**config.mk**
```make
export PLATFORM = sky130hd
export DESIGN_NAME = led_pwm_dimmer_flat
export DESIGN_NICKNAME = d
export VERILOG_FILES = /design/src/rtl/led_pwm_dimmer_if.sv /design/src/rtl/led_pwm_dimmer.sv /design/src/flat_wrapper.sv
export SDC_FILE = /design/constraint.sdc
export NUM_CORES = 1
export LEC_CHECK = 0
export ABC_CLOCK_PERIOD_IN_PS = 6990
export CORE_MARGIN = 2
export CORE_UTILIZATION = 45
export DETAILED_ROUTE_END_ITERATION = 16
export SLEW_MARGIN = 40
export SYNTH_ARGS = -nofsm -noshare
export SYNTH_HDL_FRONTEND = slang
export SYNTH_SLANG_ARGS = --single-unit
```
**constraint.sdc**
```tcl
create_clock -name i_clk -period 6.99 [get_ports i_clk]
set_input_delay 1.398 -clock i_clk [delete_from_list [all_inputs] [get_ports i_clk]]
set_output_delay 1.398 -clock i_clk [all_outputs]
set_load 0.03 [all_outputs]
```
**src/rtl/led_pwm_dimmer_if.sv**
```systemverilog
// ----------------------------------------------------------------------------
// led_pwm_dimmer_if
//   Signal bundle between the light-stand up/down FSM (master side) and the
//   LED PWM dimmer (slave side).
//
//   i_lightState  3         light level 0..4 from the up/down FSM
//   o_led         1         registered PWM drive for the LED pin
//   o_duty        PWM_BITS  duty currently applied after ramping
//   o_busy        1         high while the dimmer is fading
// ----------------------------------------------------------------------------
interface led_pwm_dimmer_if #(
    parameter int PWM_BITS = 8
);
    logic [2:0]          i_lightState;
    logic                o_led;
    logic [PWM_BITS-1:0] o_duty;
    logic                o_busy;

    modport master (
        output i_lightState,
        input  o_led,
        input  o_duty,
        input  o_busy
    );

    modport slave (
        input  i_lightState,
        output o_led,
        output o_duty,
        output o_busy
    );
endinterface

```
**src/rtl/led_pwm_dimmer.sv**
```systemverilog
// ----------------------------------------------------------------------------
// led_pwm_dimmer
//   Maps the light level (0..4) to a target duty, fades the applied duty
//   toward that target in STEP-sized increments every RAMP_DIV clocks, and
//   drives the LED with a period-aligned, glitch-free PWM.
//
//   i_clk      in   system clock, rising edge
//   i_reset_n  in   synchronous reset, active-low
//   bus        slave modport of led_pwm_dimmer_if
//                i_lightState in, o_led / o_duty / o_busy out
// ----------------------------------------------------------------------------
module led_pwm_dimmer #(
    parameter int PWM_BITS = 8,
    parameter int RAMP_DIV = 1024,
    parameter int STEP     = 8
) (
    input  logic              i_clk,
    input  logic              i_reset_n,
    led_pwm_dimmer_if.slave   bus
);

    localparam int TW = (RAMP_DIV > 1) ? $clog2(RAMP_DIV) : 1;

    localparam logic [PWM_BITS-1:0] DUTY_MAX = '1;
    localparam logic [PWM_BITS-1:0] QTR      = PWM_BITS'(1) << (PWM_BITS - 2);
    localparam logic [TW-1:0]       TICK_AT  = TW'(RAMP_DIV - 1);
    localparam logic [PWM_BITS:0]   STEP_EXT = (PWM_BITS + 1)'(STEP);

    typedef enum logic [1:0] {
        IDLE,
        RAMP_UP,
        RAMP_DOWN
    } state_e;

    state_e              state_q;
    logic [PWM_BITS-1:0] duty_q;
    logic [PWM_BITS-1:0] latched_q;
    logic [PWM_BITS-1:0] cnt_q;
    logic [TW-1:0]       timer_q;
    logic                led_q;

    logic [PWM_BITS-1:0] target_d;
    logic [PWM_BITS-1:0] up_duty_d;
    logic [PWM_BITS-1:0] dn_duty_d;
    logic [PWM_BITS:0]   up_gap;
    logic [PWM_BITS:0]   dn_gap;
    logic [PWM_BITS:0]   up_sum;
    logic [PWM_BITS:0]   dn_sum;
    logic                tick;

    // Target duty for the requested level; illegal levels turn the LED off.
    always_comb begin
        // NOTE: every always_comb output gets a default first so no path can
        // leave it unassigned and infer a latch.
        target_d = '0;
        case (bus.i_lightState)
            3'd1:    target_d = QTR;
            3'd2:    target_d = QTR << 1;
            3'd3:    target_d = QTR + (QTR << 1);
            3'd4:    target_d = DUTY_MAX;
            default: target_d = '0;
        endcase
    end

    // One-bit-wider step arithmetic; the clamp to target keeps the result
    // inside [0, DUTY_MAX], so the truncating casts below never wrap.
    always_comb begin
        up_gap    = {1'b0, target_d} - {1'b0, duty_q};
        dn_gap    = {1'b0, duty_q} - {1'b0, target_d};
        up_sum    = {1'b0, duty_q} + STEP_EXT;
        dn_sum    = {1'b0, duty_q} - STEP_EXT;
        up_duty_d = (up_gap <= STEP_EXT) ? target_d : up_sum[PWM_BITS-1:0];
        dn_duty_d = (dn_gap <= STEP_EXT) ? target_d : dn_sum[PWM_BITS-1:0];
    end

    assign tick = (timer_q == TICK_AT);

    always_ff @(posedge i_clk) begin
        // NOTE: reset is sampled on the clock edge only (synchronous), and
        // all state uses non-blocking assignments so every register sees the
        // pre-edge values of the others.
        if (!i_reset_n) begin
            state_q   <= IDLE;
            duty_q    <= '0;
            latched_q <= '0;
            cnt_q     <= '0;
            timer_q   <= '0;
            led_q     <= 1'b0;
        end else begin
            // PWM: duty is only picked up at the period boundary so a fade
            // step never shortens or stretches the period in progress.
            cnt_q <= cnt_q + 1'b1;
            if (cnt_q == DUTY_MAX) begin
                latched_q <= duty_q;
            end
            // Full-scale duty forces a constant high (no one-clock dropout
            // at cnt == DUTY_MAX).
            led_q <= (latched_q == DUTY_MAX) || (cnt_q < latched_q);

            case (state_q)
                IDLE: begin
                    timer_q <= '0;
                    if (target_d > duty_q) begin
                        state_q <= RAMP_UP;
                    end else if (target_d < duty_q) begin
                        state_q <= RAMP_DOWN;
                    end
                end

                RAMP_UP, RAMP_DOWN: begin
                    if (target_d == duty_q) begin
                        state_q <= IDLE;
                        timer_q <= '0;
                    end else begin
                        timer_q <= tick ? '0 : timer_q + 1'b1;
                        // The step follows the current state; if the target
                        // has just crossed to the other side, the step is
                        // suppressed rather than moving away from it.
                        if (tick) begin
                            if (state_q == RAMP_UP && target_d > duty_q) begin
                                duty_q <= up_duty_d;
                            end else if (state_q == RAMP_DOWN && target_d < duty_q) begin
                                duty_q <= dn_duty_d;
                            end
                        end
                        // Direction swap keeps the timer running so the
                        // next tick stays on the original cadence.
                        state_q <= (target_d > duty_q) ? RAMP_UP : RAMP_DOWN;
                    end
                end

                default: begin
                    state_q <= IDLE;
                    timer_q <= '0;
                end
            endcase
        end
    end

    assign bus.o_led  = led_q;
    assign bus.o_duty = duty_q;
    assign bus.o_busy = (state_q != IDLE);

endmodule

```
**src/flat_wrapper.sv**
```systemverilog
// flat-port wrapper written by rule: the top's interface ports become plain ports
module led_pwm_dimmer_flat 
#(
    parameter int PWM_BITS = 8,
    parameter int RAMP_DIV = 1024,
    parameter int STEP     = 8
)
  (i_clk, i_reset_n, bus_i_lightState, bus_o_led, bus_o_duty, bus_o_busy);
  led_pwm_dimmer_if #(.PWM_BITS(PWM_BITS)) bus_i ();
  input  logic i_clk;
  input  logic i_reset_n;
  input wire logic [$bits(bus_i.i_lightState)-1:0] bus_i_lightState;
  output wire logic [$bits(bus_i.o_led)-1:0] bus_o_led;
  output wire logic [$bits(bus_i.o_duty)-1:0] bus_o_duty;
  output wire logic [$bits(bus_i.o_busy)-1:0] bus_o_busy;
  assign bus_i.i_lightState = bus_i_lightState;
  assign bus_o_led = bus_i.o_led;
  assign bus_o_duty = bus_i.o_duty;
  assign bus_o_busy = bus_i.o_busy;
  led_pwm_dimmer #(.PWM_BITS(PWM_BITS), .RAMP_DIV(RAMP_DIV), .STEP(STEP)) u_core (.i_clk(i_clk), .i_reset_n(i_reset_n), .bus(bus_i));
endmodule
```
# Word-level counts from Yosys, hierarchy flattened

Cells that the tools add are included.

Bits in registers: 37
Output and inout bits: 10

$add $sub $neg: 6
Order comparisons: 5
Equality and inequality tests: 11
Multiplexer cells: 10
Bitwise gates (word level): 3
Reductions and logical operators: 9

Operators by type and width:

| operator                                                              | count |
|---|---|
| 8-bit 2-to-1 mux                                                      | 4 |
| 8-bit one-hot mux with 4 select lines                                 | 1 |
| 9-bit by 4-bit <= comparator with 1-bit output, second input constant | 2 |
| 8-bit by 8-bit subtractor with 9-bit output                           | 2 |
| 8-bit equality test, second input constant                            | 2 |
| 8-bit less-than comparator                                            | 2 |
| 10-bit by 1-bit adder with 10-bit output, second input constant       | 1 |
| 10-bit equality test, second input constant                           | 1 |
| 8-bit by 1-bit adder with 8-bit output, second input constant         | 1 |
| 8-bit by 4-bit adder with 8-bit output, second input constant         | 1 |
| 8-bit equality test                                                   | 1 |
| 8-bit greater-than comparator                                         | 1 |
| 2-bit 2-to-1 mux                                                      | 4 |
| 8-bit by 4-bit subtractor with 8-bit output, second input constant    | 1 |
| 3-bit by 2-bit equality test with 1-bit output, second input constant | 2 |
| 2-bit one-hot mux with 2 select lines                                 | 1 |
| 4-bit AND reduction                                                   | 1 |
| 2-bit nonzero test                                                    | 2 |
| 4-bit OR reduction                                                    | 1 |
| 3-bit by 1-bit equality test with 1-bit output, second input constant | 1 |
| 3-bit equality test, second input constant                            | 1 |
| 3-bit by 1-bit != test with 1-bit output, second input constant       | 1 |
| 1-bit inverter                                                        | 3 |
| 2-bit by 1-bit equality test with 1-bit output, second input constant | 1 |
| other kinds (5)                                                       | 6 |

# Longest topological paths before layout

Gate-level depths: netlist (run 1).

Depth in word-level cells: 7
Depth in mapped cells: 15

# Worst setup path after synthesis (run 1)

OpenSTA, ideal clock, no wires.

Path kind: input port to flip-flop
Start point: input bus_i_lightState[0]
End point: register u_core.duty_q[3] (netlist: u_core.bus.o_duty[3])
Library setup time: 0.120 ns
Arrival: 4.328 ns
Path slack: 2.542 ns
Cell stages on the path: 12
Path buffers: 1
Path through: or3_1 -> inv_1 -> ha_1 -> buf_6 -> and2b_2 -> a21oi_2 -> o31a_1 -> a211o_1 -> or4_4 -> mux2i_4 -> nor3_1 -> o31a_1

Longest elaborated chain between the ends: 7
Elaborated cells on any way between the ends: 21

RTL lines:

| element                                        | line                  | source |
|---|---|---|
| start, declared                                | flat_wrapper.sv:12    | `input wire logic [$bits(bus_i.i_lightState)-1:0] bus_i_lightState;` |
| 3-bit equality test (tied with other cells)    | led_pwm_dimmer.sv:56  | `case (bus.i_lightState)` |
| 8-bit one-hot mux with 4 select lines (*)      | led_pwm_dimmer.sv:56  |  |
| 8-bit by 8-bit subtractor with 9-bit output    | led_pwm_dimmer.sv:69  | `dn_gap = {1'b0, duty_q} - {1'b0, target_d};` |
| 9-bit by 4-bit <= comparator with 1-bit output | led_pwm_dimmer.sv:73  | `dn_duty_d = (dn_gap <= STEP_EXT) ? target_d : dn_sum[PWM_BITS-1:0];` |
| 8-bit 2-to-1 mux                               | led_pwm_dimmer.sv:73  |  |
| 8-bit 2-to-1 mux                               | led_pwm_dimmer.sv:122 | `end else if (state_q == RAMP_DOWN && target_d < duty_q) begin` |
| 8-bit 2-to-1 mux                               | led_pwm_dimmer.sv:120 | `if (state_q == RAMP_UP && target_d > duty_q) begin` |
| end signal, assigned                           | led_pwm_dimmer.sv:121 | `duty_q <= up_duty_d;` |
| end signal, assigned                           | led_pwm_dimmer.sv:123 | `duty_q <= dn_duty_d;` |
| end, declared                                  | led_pwm_dimmer.sv:36  | `logic [PWM_BITS-1:0] duty_q;` |

Mark *: on every way between the ends. The rest lies on a longest branch, timed or not. The select of a mux whose other input is x is not followed.
A chain may end at the register's enable or synchronous reset.

# Final worst setup path (run 1)

Start point: input bus_i_lightState[2]
End point: register u_core.duty_q[1] (netlist: u_core.bus.o_duty[1])

Same word-level chain as after synthesis.

==> results.sh, run 1 <==
export IMPL_status="completed"
export IMPL_combinationalPowerShare=0.228
export IMPL_finalSetupViolCount=0
export IMPL_gr_usage_all_layers=0.188
export IMPL_yosysWarningCount=0
export IMPL_nNetsFinal=355
export IMPL_route_detailed_drc=0
export IMPL_drv_cap=0
export IMPL_layout_drive_gt1_share=0.0408
export IMPL_slew_violations=0
export IMPL_crit_type="in2reg"
export IMPL_ir_drop_mv=0.116
export IMPL_hold_buffers=0
export IMPL_ys_ff_latch=33
export IMPL_cts_tree="built"
export IMPL_initial_core_util=0.458
export IMPL_crit_top_cell="inv_1"
export IMPL_critical_path_slowest_cell="or4_4"
export IMPL_first_global_vias=2010
export IMPL_cts_setup_buffers=0
export IMPL_vias=2177
export IMPL_hold_path_class="reg2reg"
export IMPL_die_area_mm2=0.00614
export IMPL_avgSynthCellArea_um2=8.08
export IMPL_place_gp_congestion=0.875
export IMPL_path_cells="clkdlybuf4s50_1, inv_1, or3_1, inv_1, ha_1, and3_1, o21ai_0, nor4b_1, a211o_1, or4_4, mux2i_4, a21oi_1, o21a_1"
export IMPL_port_buffers=14
export IMPL_seqCellArea_um2=661
export IMPL_clkPwrFrac=0.317
export IMPL_layout_commonest_cell="dfxtp_1"
export IMPL_antenna_cells=0
export IMPL_via_per_inst=5.57
export IMPL_place_ws_ns=1.79
export IMPL_critical_path_n_buffers_inverters=3
export IMPL_synth_cells=308
export IMPL_path_delay_family="simple AND/OR/NAND/NOR gates"
export IMPL_internal_power_mw=0.312
export IMPL_synthFlopType="dfxtp_1"
export IMPL_cts_made_buffers=5
export IMPL_grt_max_degree=21
export IMPL_die_h_um=78.4
export IMPL_fin_skew_ns=0.00531
export IMPL_p_leak_nw=1.10
export IMPL_area_delta_synth_final_pct=10.5
export IMPL_seq_area_frac_synth=0.265
export IMPL_syn_num_nets=344
export IMPL_powerDensity_mw_per_mm2=160
export IMPL_setup_slack_ns=2.04
export IMPL_rows=27
export IMPL_period_minus_slack_ns=4.95
export IMPL_drtPass1Iterations=4
export IMPL_arrival_ns=5.12
export IMPL_synthDistinctLibCells=53
export IMPL_grt_setup_unrepaired="no"
export IMPL_multi_input_area_mm2=0.00167
export IMPL_cts_root_buffer="clkbuf_8"
export IMPL_hold_viol_final=0
export IMPL_layout_common_cells="dfxtp_1, nor2_1, ha_1, inv_1, a21oi_1"
export IMPL_dp_hpwl_um=4100
export IMPL_post_drt_wl_per_cell_um=13.9
export IMPL_cts_sinks=33
export IMPL_fillCellCount=548
export IMPL_drt_iter0_drc=222
export IMPL_ant_nets=0
export IMPL_worst_setup_path_start_kind="primary input"
export IMPL_maxSlewHeadroom=0.561
export IMPL_post_cts_resized=0
export IMPL_cts_buffer_depth=2
export IMPL_p_seq_frac=0.456
export IMPL_gr_total_overflow=0
export IMPL_p_sw_mw=0.128
export IMPL_ys_async_sr_fraction=0
export IMPL_ios=15
export IMPL_core_area_mm2=0.00544
export IMPL_crit_path_max_fanout=15
export IMPL_fin_setup_tns_ns=0
export IMPL_synth_edf_count=0
export IMPL_clkLatencyLatePin_ns=0.28
export IMPL_worstMarginPinSlew_ns=0.657
export IMPL_min_period_over_period=0.708
export IMPL_p_sw_frac=0.291
export IMPL_max_stage_delay_ns=0.55
export IMPL_wl_um=5440
export IMPL_required_ns=7.16
export IMPL_maxClockFrequency_mhz=202
export IMPL_antenna_found_initial=0
export IMPL_end_kind="register"
export IMPL_path_clk_slew_ns=0.06
export IMPL_grt_pass1_wl_um=9360
export IMPL_h_tree_depth=2
export IMPL_die_w_um=78.4
export IMPL_syn_area_mm2=0.00249
## metal layers
layer | GRT usage | vias up | wire (um) | share of wire
li1 | - | 1109 | - | -
met1 | 0.276 | 1012 | 2830 | 0.52
met2 | 0.290 | 51 | 2300 | 0.42
met3 | 0.0322 | 5 | 277 | 0.051
met4 | 0.0368 | 0 | 36 | 0.0066
met5 | 0 | - | 0 | 0
## per-stage QoR
stage	power (mW)	instances	utilization	hold WS [ns]	cell area, um2
6_report	0.440	391	0.505	0.462	2750
3_3_place_gp	0.304	384	0.490	0.437	2660
4_1_cts	0.444	391	0.505	0.465	2750
2_1_floorplan	0.279	308	-	0.426	2490
3_5_place_dp	0.303	384	0.490	0.449	2660
5_1_grt	0.468	391	0.505	0.514	2750
## cells in the mapped netlist (3+ instances only)
cell      number  area share
o21ai_0       13       0.026
dfxtp_1       33        0.27
o211ai_1       4       0.012
clkbuf_1       5      0.0075
ha_1          29        0.15
nor2_1        30       0.045
nand2_1       15       0.023
o31a_1         3       0.011
nor3_1        10       0.020
a21o_1         6       0.018
and2_1         4       0.010
nand3_1       22       0.044
and3_1        10       0.025
xor2_1        11       0.039
xnor2_1        5       0.018
or3_1          4       0.010
mux2i_1        7       0.028
inv_1         27       0.041
a21oi_1       23       0.046
buf_4          3      0.0090
## final cells by class
cell class | instances | area share
multi-input combinational | 238 | 0.608
sequential | 33 | 0.240
timing repair buffer | 14 | 0.0510
inverter | 27 | 0.0369
tap | 72 | 0.0328
clock buffer | 7 | 0.0314
## flip-flops by register name, summed over array words and instances, names as in the netlist
signal / count
u_core.cnt_q: 8
u_core.bus.o_led: 1
u_core.latched_q: 6
u_core.bus.o_duty: 6
u_core.timer_q: 10
u_core.state_q: 2
## final timing paths
kind                                                   startpoint                           endpoint  slack [ns]  cells after the start
worst max-delay path                          bus_i_lightState[2]  u_core.bus.o_duty[1]$_SDFFE_PN0P_        2.04                     13
worst min-delay path                   u_core.cnt_q[0]$_SDFF_PN0_         u_core.cnt_q[0]$_SDFF_PN0_        0.46                      1
worst max register to register  u_core.bus.o_duty[3]$_SDFFE_PN0P_  u_core.bus.o_duty[1]$_SDFFE_PN0P_        3.64                     10
worst min register to register         u_core.cnt_q[0]$_SDFF_PN0_         u_core.cnt_q[0]$_SDFF_PN0_        0.46                      1
## power groups by stage
stage / sequential, mW / combinational, mW / clock (mW)
detailed placement: 0.205 / 0.0986 / 0
finish: 0.201 / 0.100 / 0.139
floorplan: 0.204 / 0.0744 / 0
CTS: 0.200 / 0.0997 / 0.144
global placement: 0.205 / 0.0990 / 0
global route: 0.201 / 0.113 / 0.154
## kinds of logic after synthesis
| kind of cell | after synthesis | share of synthesized area |
|---|---|---|
| flip-flops | 33 | 0.265 |
| AND/OR/NAND/NOR | 112 | 0.231 |
| AO/OA/AOI/OAI | 71 | 0.185 |
| multiplexers | 8 | 0.0372 |
| buffers and inverters | 37 | 0.0633 |
| adder cells (fa/ha/maj) | 31 | 0.162 |
| XOR/XNOR | 16 | 0.0563 |
Power figures use the tool's default switching activity.
==> run 2, diff against run 1 <==
--- a/config.mk
+++ b/config.mk
@@ -5,7 +5,7 @@
 export SDC_FILE = /design/constraint.sdc
 export NUM_CORES = 1
 export LEC_CHECK = 0
-export ABC_CLOCK_PERIOD_IN_PS = 6990
+export ABC_CLOCK_PERIOD_IN_PS = 4800
 export CORE_MARGIN = 2
 export CORE_UTILIZATION = 45
 export DETAILED_ROUTE_END_ITERATION = 16
==> constraint.sdc (replaced) <==
create_clock -name i_clk -period 4.8 [get_ports i_clk]
set_input_delay 0.96 -clock i_clk [delete_from_list [all_inputs] [get_ports i_clk]]
set_output_delay 0.96 -clock i_clk [all_outputs]
set_load 0.03 [all_outputs]
==> run 2 against run 1 <==
  * Routed wire length up 0.20%
  * Clock power up 59%
  * Sequential cell count unchanged
  * Critical path depth unchanged
  * Sequential share of layout area down 0.22 points
  * Design area up 0.91%
  * Largest power group unchanged
  * Highest routed layer unchanged
==> results.sh, run 2 (synthesis gave the netlist of run 1 again) <==
export IMPL_status="completed"
export IMPL_drtPass1Iterations=4
export IMPL_gr_total_overflow=0
export IMPL_cts_sinks=33
export IMPL_post_drt_wl_per_cell_um=13.8
export IMPL_die_w_um=78.4
export IMPL_ant_nets=0
export IMPL_seqCellArea_um2=661
export IMPL_period_minus_slack_ns=4.31
export IMPL_hold_viol_final=0
export IMPL_fin_area_mm2=0.00277
export IMPL_via_per_inst=5.59
export IMPL_r2r_start="u_core.bus.o_duty[3]$_SDFFE_PN0P_"
export IMPL_drv_cap=0
export IMPL_powerDensity_mw_per_mm2=238
export IMPL_largestRegisters="u_core.timer_q: 10 flops, u_core.cnt_q: 8 flops"
export IMPL_fillCellCount=520
export IMPL_antenna_found_initial=0
export IMPL_holdPathStages=1
export IMPL_layout_commonest_cell="dfxtp_1"
export IMPL_worstMarginPinSlew_ns=0.667
export IMPL_min_period_over_period=0.897
export IMPL_area_delta_synth_final_pct=11.5
export IMPL_ios=15
export IMPL_cts_root_buffer="clkbuf_8"
export IMPL_p_leak_nw=1.11
export IMPL_crit_path_max_fanout=15
export IMPL_dp_hpwl_um=4110
export IMPL_multi_input_area_mm2=0.00167
export IMPL_first_global_vias=2014
export IMPL_top_register="u_core.timer_q"
export IMPL_cts_setup_buffers=0
export IMPL_rows=27
export IMPL_finalSetupViolCount=0
export IMPL_largest_reg_flops=10
export IMPL_hold_buffers=0
export IMPL_drt_iter0_drc=160
export IMPL_initial_core_util=0.458
export IMPL_die_h_um=78.4
export IMPL_die_area_mm2=0.00614
export IMPL_fin_skew_ns=0.00519
export IMPL_cts_tree="built"
export IMPL_reg2reg_depth=11
export IMPL_nNetsFinal=357
export IMPL_grt_setup_unrepaired="no"
export IMPL_gr_usage_all_layers=0.190
export IMPL_worstHoldStart="u_core.cnt_q[0]$_SDFF_PN0_"
export IMPL_maxSlewHeadroom=0.555
export IMPL_grt_pass1_wl_um=9400
export IMPL_vias=2202
export IMPL_required_ns=4.98
export IMPL_grt_max_degree=21
export IMPL_port_buffers=14
export IMPL_arrival_ns=4.49
export IMPL_layout_drive_gt1_share=0.0528
export IMPL_maxClockFrequency_mhz=232
export IMPL_antenna_cells=0
export IMPL_place_ws_ns=0.210
export IMPL_wl_um=5450
export IMPL_fin_setup_tns_ns=0
export IMPL_layout_common_cells="dfxtp_1, nor2_1, ha_1, inv_1, a21oi_1"
export IMPL_dpl_instance_area_mm2=0.00268
export IMPL_cp_startpoint="bus_i_lightState[2]"
export IMPL_place_gp_congestion=0.928
export IMPL_ir_drop_mv=0.211
export IMPL_slew_violations=0
export IMPL_clkLatencyLatePin_ns=0.28
export IMPL_setup_slack_ns=0.493
export IMPL_h_tree_depth=2
export IMPL_route_detailed_drc=0
export IMPL_post_cts_resized=0
export IMPL_cts_made_buffers=5
export IMPL_end_kind="register"
export IMPL_cts_buffer_depth=2
export IMPL_core_area_mm2=0.00544
export IMPL_crit_type="in2reg"
export IMPL_worst_setup_path_start_kind="primary input"
export IMPL_path_clk_slew_ns=0.07
export IMPL_fin_util=0.510
export IMPL_hold_path_class="reg2reg"
-- run 2: changes by cell type in the layout (fill, tap and decap cells not counted), sizes merged --
cell / previous run / this run
buf: 0 / 2
clkinv: 0 / 2
clkbuf: 7 / 6
-- run 2: layout make-up --
type / count / area share
Tap cell: 72 / 0.0325
Clock inverter: 2 / 0.00496
Inverter: 27 / 0.0365
Timing Repair Buffer: 16 / 0.0559
Sequential cell: 33 / 0.238
Multi-Input combinational cell: 238 / 0.602
Clock buffer: 6 / 0.0298
-- run 2: through the flow --
step / hold WS [ns] / cells / power, mW
5_1_grt: 0.490 / 394 / 0.698
4_1_cts: 0.472 / 394 / 0.668
3_3_place_gp: 0.446 / 386 / 0.443
3_5_place_dp: 0.453 / 386 / 0.444
6_report: 0.466 / 394 / 0.660
2_1_floorplan: 0.426 / 308 / 0.406
-- run 2: final timing paths --
path                                       end  slack (ns)
min                 u_core.cnt_q[0]$_SDFF_PN0_        0.47
max          u_core.bus.o_duty[3]$_SDFFE_PN0P_        0.49
min reg2reg         u_core.cnt_q[0]$_SDFF_PN0_        0.47
max reg2reg  u_core.bus.o_duty[3]$_SDFFE_PN0P_        1.51
-- run 2: critical path, cell delays in order --
cell and delay [ns]:
clkdlybuf4s50_1 0.45, inv_1 0.05, or3_1 0.35, inv_1 0.28, ha_1 0.46, and3_1 0.31, o21ai_0 0.09, nor4b_1 0.15
a211o_1 0.25, or4_4 0.55, mux2i_4 0.25, nor3_1 0.09, o31a_1 0.24
-- run 2: metal layers --
layer,GRT usage,part of all wire,vias up
met5,0,0,-
met4,0.0667,0.014,0
met3,0.0368,0.052,9
met2,0.291,0.43,59
met1,0.265,0.51,1016
li1,-,-,1118
-- run 2: report_power, final --
| group | total, mW | internal (mW) | switching (mW) |
|---|---|---|---|
| Combinational | 0.147 | 0.0596 | 0.0874 |
| Clock | 0.221 | 0.116 | 0.105 |
| Sequential | 0.292 | 0.282 | 0.00936 |
| Total | 0.660 | 0.458 | 0.202 |
